`src/rtl/muldiv_pkg.sv`:
```
// Shared encodings for the iterative multiply/divide unit: op codes, FSM states, divide-by-zero fill.
package muldiv_pkg;

  localparam logic [2:0] OP_MULT  = 3'd0;
  localparam logic [2:0] OP_MULTU = 3'd1;
  localparam logic [2:0] OP_DIV   = 3'd2;
  localparam logic [2:0] OP_DIVU  = 3'd3;
  localparam logic [2:0] OP_MTHI  = 3'd4;
  localparam logic [2:0] OP_MTLO  = 3'd5;

  typedef enum logic [1:0] {
    ST_IDLE,
    ST_CALC,
    ST_FIX
  } state_t;

  // Divide by zero sets every quotient bit; the remainder is the untouched dividend.
  localparam logic DIV0_QUOT_BIT = 1'b1;

  function automatic logic is_muldiv_op(input logic [2:0] op);
    return (op == OP_MULT) || (op == OP_MULTU) || (op == OP_DIV) || (op == OP_DIVU);
  endfunction

  function automatic logic is_div_op(input logic [2:0] op);
    return (op == OP_DIV) || (op == OP_DIVU);
  endfunction

  function automatic logic is_signed_op(input logic [2:0] op);
    return (op == OP_MULT) || (op == OP_DIV);
  endfunction

endpackage

```
`src/rtl/muldiv_step.sv`:
```
// One combinational radix-2 step on the {upper,lower} accumulator: shift-add multiply or restoring divide.
module muldiv_step #(
  parameter int XLEN = 32
) (
  input  logic                is_div,
  input  logic [XLEN-1:0]     opnd,
  input  logic [2*XLEN-1:0]   acc_in,
  output logic [2*XLEN-1:0]   acc_out
);

  logic [XLEN:0] sum;
  logic [XLEN:0] trial;
  logic [XLEN:0] diff;

  // Multiply shifts right with carry; divide shifts left and subtracts when the trial fits.
  always_comb begin
    sum   = {1'b0, acc_in[2*XLEN-1:XLEN]} + {1'b0, opnd};
    trial = acc_in[2*XLEN-1:XLEN-1];
    diff  = trial - {1'b0, opnd};
    acc_out = acc_in;
    if (is_div) begin
      if (trial >= {1'b0, opnd}) begin
        acc_out = {diff[XLEN-1:0], acc_in[XLEN-2:0], 1'b1};
      end else begin
        acc_out = {trial[XLEN-1:0], acc_in[XLEN-2:0], 1'b0};
      end
    end else if (acc_in[0]) begin
      acc_out = {sum, acc_in[XLEN-1:1]};
    end else begin
      acc_out = {1'b0, acc_in[2*XLEN-1:1]};
    end
  end

endmodule

```
`src/rtl/muldiv_unit.sv`:
```
// Iterative MULT/MULTU/DIV/DIVU with architectural HI/LO and MTHI/MTLO writes.
// Optional MULDIV_EARLY_EXIT_EN: zero multiply operand or zero divisor jumps straight to FIX.
module muldiv_unit
  import muldiv_pkg::*;
#(
  parameter int XLEN   = 32,
  parameter int UNROLL = 1
) (
  input  logic            clk,
  input  logic            rst,
  input  logic            start,
  input  logic [2:0]      op,
  input  logic [XLEN-1:0] src_a,
  input  logic [XLEN-1:0] src_b,
  input  logic            abort,
  output logic            busy,
  output logic            done,
  output logic [XLEN-1:0] hi,
  output logic [XLEN-1:0] lo
);

  localparam int K     = XLEN / UNROLL;
  localparam int CNT_W = $clog2(K + 1);
  localparam logic [CNT_W-1:0] K_CNT = CNT_W'(K);

  state_t state, state_next;

  logic [CNT_W-1:0]  count;
  logic [2*XLEN-1:0] acc;
  logic [XLEN-1:0]   opnd;
  logic              is_div, neg_q, neg_r, b_zero;

  logic              op_div, op_signed, sa, sb, accept, idle_cmd, zero_skip;
  logic [XLEN-1:0]   mag_a, mag_b, res_hi, res_lo;
  logic [2*XLEN-1:0] chain [UNROLL+1];

  assign op_div    = is_div_op(op);
  assign op_signed = is_signed_op(op);
  assign sa        = op_signed & src_a[XLEN-1];
  assign sb        = op_signed & src_b[XLEN-1];
  assign mag_a     = sa ? -src_a : src_a;
  assign mag_b     = sb ? -src_b : src_b;
  assign idle_cmd  = (state == ST_IDLE) && start && !abort;
  assign accept    = idle_cmd && is_muldiv_op(op);

`ifdef MULDIV_EARLY_EXIT_EN
  assign zero_skip = op_div ? (src_b == '0) : ((src_a == '0) || (src_b == '0));
`else
  assign zero_skip = 1'b0;
`endif

  assign busy = (state != ST_IDLE);

  assign chain[0] = acc;
  for (genvar g = 0; g < UNROLL; g++) begin : g_step
    muldiv_step #(.XLEN(XLEN)) u_step (
      .is_div  (is_div),
      .opnd    (opnd),
      .acc_in  (chain[g]),
      .acc_out (chain[g+1])
    );
  end

  always_ff @(posedge clk) begin
    if (!rst) state <= ST_IDLE;
    else      state <= state_next;
  end

  always_comb begin
    state_next = state;
    case (state)
      ST_IDLE: if (accept) state_next = zero_skip ? ST_FIX : ST_CALC;
      ST_CALC: begin
        if (abort)              state_next = ST_IDLE;
        else if (count == CNT_W'(1)) state_next = ST_FIX;
      end
      ST_FIX:  state_next = ST_IDLE;
      default: state_next = ST_IDLE;
    endcase
  end

  // Sign correction: product negated over the full width, quotient/remainder separately.
  always_comb begin
    res_hi = hi;
    res_lo = lo;
    if (is_div) begin
      res_lo = b_zero ? {XLEN{DIV0_QUOT_BIT}}
                      : (neg_q ? -acc[XLEN-1:0] : acc[XLEN-1:0]);
      res_hi = neg_r ? -acc[2*XLEN-1:XLEN] : acc[2*XLEN-1:XLEN];
    end else begin
      {res_hi, res_lo} = neg_q ? -acc : acc;
    end
  end

  always_ff @(posedge clk) begin
    if (!rst) begin
      count  <= '0;
      acc    <= '0;
      opnd   <= '0;
      is_div <= 1'b0;
      neg_q  <= 1'b0;
      neg_r  <= 1'b0;
      b_zero <= 1'b0;
      hi     <= '0;
      lo     <= '0;
      done   <= 1'b0;
    end else begin
      done <= 1'b0;
      case (state)
        ST_IDLE: begin
          if (accept) begin
            count  <= K_CNT;
            is_div <= op_div;
            neg_q  <= sa ^ sb;
            neg_r  <= sa;
            b_zero <= (src_b == '0);
            if (op_div) begin
              opnd <= mag_b;
              acc  <= {{XLEN{1'b0}}, mag_a};
            end else begin
              opnd <= mag_a;
              acc  <= {{XLEN{1'b0}}, mag_b};
            end
`ifdef MULDIV_EARLY_EXIT_EN
            if (zero_skip) acc <= op_div ? {mag_a, {XLEN{1'b1}}} : '0;
`endif
          end else if (idle_cmd && (op == OP_MTHI)) begin
            hi <= src_a;
          end else if (idle_cmd && (op == OP_MTLO)) begin
            lo <= src_a;
          end
        end
        ST_CALC: begin
          if (!abort) begin
            acc   <= chain[UNROLL];
            count <= count - CNT_W'(1);
          end
        end
        ST_FIX: begin
          if (!abort) begin
            hi   <= res_hi;
            lo   <= res_lo;
            done <= 1'b1;
          end
        end
        default: ;
      endcase
    end
  end

endmodule

```
`config.mk`:
```
export PLATFORM = sky130hd
export DESIGN_NAME = muldiv_unit
export DESIGN_NICKNAME = d
export VERILOG_FILES = /design/src/rtl/muldiv_pkg.sv /design/src/rtl/muldiv_step.sv /design/src/rtl/muldiv_unit.sv
export SDC_FILE = /design/constraint.sdc
export NUM_CORES = 1
export LEC_CHECK = 0
export CAP_MARGIN = 20
export CORE_ASPECT_RATIO = 0.8
export CORE_MARGIN = 5
export CORE_UTILIZATION = 30
export DETAILED_ROUTE_END_ITERATION = 8
export PLACE_DENSITY_LB_ADDON = 0.05
export SETUP_SLACK_MARGIN = 0.4
export SLEW_MARGIN = 25
export SYNTH_ARGS = -nofsm -noshare
export SYNTH_HDL_FRONTEND = slang
export SYNTH_HIERARCHICAL = 1
export SYNTH_SLANG_ARGS = --single-unit
```
`constraint.sdc`:
```
create_clock -name clk -period 6.4 [get_ports clk]
set_input_delay 1.92 -clock clk [delete_from_list [all_inputs] [get_ports clk]]
set_output_delay 1.92 -clock clk [all_outputs]
set_load 0.05 [all_outputs]
```
==> reports/qor.csv <==
metric;value;unit
maxcap violations;0;
TritonRoute pass-1 iters;6;
Final Hold Violating Endpoints;0;
type of origin of the critical path;input pin;
clk_lat worst skew;0.48;ns
largest net degree at the start of global routing;67;
largest area contributor in the netlist;dfxtp_1;
Fin Hold WS;0.4569;ns
Tot Pwr;3.250;mW
share of cells above drive strength 1;7.730;%
Place WS;1.379;ns
WP data arrival;4.93;ns
RePlAce Congestion;0.9384;
# hold bufs at CTS;0;
number of core rows;75;
post-route clock period utilization;71.22;%
Setup-failing EPs final;0;
Die Width;265.6;um
Synth Instances;2161;
Worst Skew;0.01593;ns
Chip Height;214.5;um
clock buffer depth;2;
CTS tree;yes;
Fill cells;5594;
XOR/XNOR Fraction of Synth Area;9.107;%
Slew @ Worst Pin;0.9999;ns
power density over the cells;176.4;mW/mm2
R2R setup slack;2.28;ns
vias per inst;6.028;
post-route insts no fill;2919;
CTS Root Cell;clkbuf_16;
Syn Nets;2304;
critical path class;input pin to flop;
top cells by area, synth;dfxtp_1 (22%), a21oi_1 (7.1%), ha_1 (5.6%), xnor2_1 (5.6%), nand2_1 (5.6%);
dpl hpwl;59280;um
fin. max-slew vios;0;
die area;0.05696;mm2
synth cell count leaders;nand2_1 (233), a21oi_1 (222), dfxtp_1 (173), o21ai_0 (157), clkbuf_1 (138);
CP required;6.77;ns
post-cts gate resize count;0;
routed wire length;77310;um
Core Box Area;0.05208;mm2
PortBufs;136;
Worst-path clk slew;0.07;ns
global-route wire length before repair;113100;um
Async S/R FF share, synth;0;%
vias in the first global route;16400;
register area share after synthesis;22.09;%
Synth Area in Simple Gates;22.65;%
TritonCTS sink count;173;
Final WS setup;1.842;ns
worst-path maximum fanout;6;
DRC Markers;0;
Synth top area share;22.09;%
number of synthesized register bits;173;
H-tree lvl count;4;
adder-cell share of the synthesized area;5.842;%
GRT overflow;0;
synthesis-to-layout area growth;17.50;%
Yosys warnings;6;
Post-layout nets;2355;
critical path capture point type;flop;
post-synth cell types;90;
Slew HR;32.72;%
Post-CTS Setup Inserts;0;
GRT Total Usage;26.05;%
Hold/Removal Path Class;flop to flop;
Compound-Gate Fraction of Synth Area;30.52;%
First DRT Iteration DRCs;1864;
antenna-violating nets left;0;
Initial Util;30.10;%
cell total after placement;2885;
status;completed;
TritonCTS Buffers;17;
RSZ-0062 raised after global routing;false;
initial antenna violation count;2;
Pleak;6.576;nW
Post-Syn Area per Cell;7.254;um2
largest family of logic cells by synthesized area;compound AO/OA/AOI/OAI gates;
post-synthesis mux area share;4.015;%
synthesized cell area;0.01568;mm2
top_reg_cell synth;dfxtp_1;
highest clock rate;219.4;MHz
Routed WL per cell;26.49;um
count leader, synth;nand2_1;
Top Ports;137;
min Tclk post-route;4.558;ns
setup tns final;0;ns
VDD IR-drop max;0.0002032;V
Via Count;17600;
Post-synth EDFFs;0;
layer usage:
layer | track usage (%) | part of all wire (%) | vias up
met5 | 0 | 0.0091 | -
met4 | 5.284 | 1.6 | 2
met3 | 6.929 | 9.1 | 57
met2 | 37.46 | 41 | 737
met1 | 39.02 | 48 | 8615
li1 | - | - | 8185
worst paths after layout:
check,startpoint,end,cells after the start
max reg2reg,acc[31]$_SDFFE_PN0P_,acc[60]$_SDFFE_PN0P_,15
min,lo[2]$_SDFFE_PN0P_,lo[2]$_SDFFE_PN0P_,2
min reg2reg,lo[2]$_SDFFE_PN0P_,lo[2]$_SDFFE_PN0P_,2
max,src_a[0],opnd[16]$_SDFFE_PN0P_,10
critical path, stage by stage:
cell	delay, ns
clkdlybuf4s50_1	0.58
inv_1	0.38
ha_1	0.26
nor4b_1	0.25
buf_4	0.20
nand3_1	0.19
o41ai_1	0.41
xor2_1	0.42
nand2_1	0.10
a32o_1	0.21
sequential cells by signal, summed over array words and instances (netlist names):
signal,count
lo,32
opnd,32
done,1
neg_r,1
hi,32
neg_q,1
state,2
b_zero,1
is_div,1
count,6
acc,64
stage by stage:
| stage | util, % | area (um2) |
|---|---|---|
| floorplan | - | 15680 |
| global placement | 34.17 | 17790 |
| detailed placement | 34.18 | 17800 |
| CTS | 35.34 | 18400 |
| global route | 35.36 | 18420 |
| finish | 35.37 | 18420 |
cell type report:
class | count | area [um2] | share of cell area (%)
Antenna cell | 1 | 2.502 | 0.01359
Clock buffer | 22 | 474.2 | 2.574
Clock inverter | 10 | 128.9 | 0.6996
Inverter | 79 | 297.8 | 1.617
Multi-Input combinational cell | 1750 | 11400 | 61.87
Sequential cell | 173 | 3468 | 18.83
Tap cell | 693 | 867.1 | 4.707
Timing Repair Buffer | 191 | 1785 | 9.693
logic make-up after synthesis:
kind of cell / count (synthesis)
DFF: 173
buffers and inverters: 238
muxes: 59
AOI/OAI and AO/OA: 739
xor gates and xnor gates: 163
adders and majority gates: 72
and+or+nand+nor: 717
where the power goes:
group	total, mW	switching [mW]	internal [mW]
clock network	1.14	0.526	0.614
registers	1.18	0.0739	1.11
logic	0.928	0.608	0.320
total	3.25	1.21	2.04
cell usage in the layout, fill, tap and decap left out, drive strengths merged, types with 40 or more instances in the layout:
| cell type | Yosys | layout |
|---|---|---|
| nand2 | 233 | 233 |
| a21oi | 223 | 223 |
| dfxtp | 173 | 173 |
| o21ai | 164 | 164 |
| clkdlybuf4s50 | 0 | 135 |
| nor2 | 126 | 126 |
| nand3 | 101 | 101 |
| xnor2 | 100 | 100 |
| inv | 79 | 81 |
| ha | 70 | 70 |
| xor2 | 63 | 63 |
| buf | 21 | 56 |
| nor3 | 53 | 53 |
| o211ai | 40 | 40 |
(Power assumes the default switching activity.)
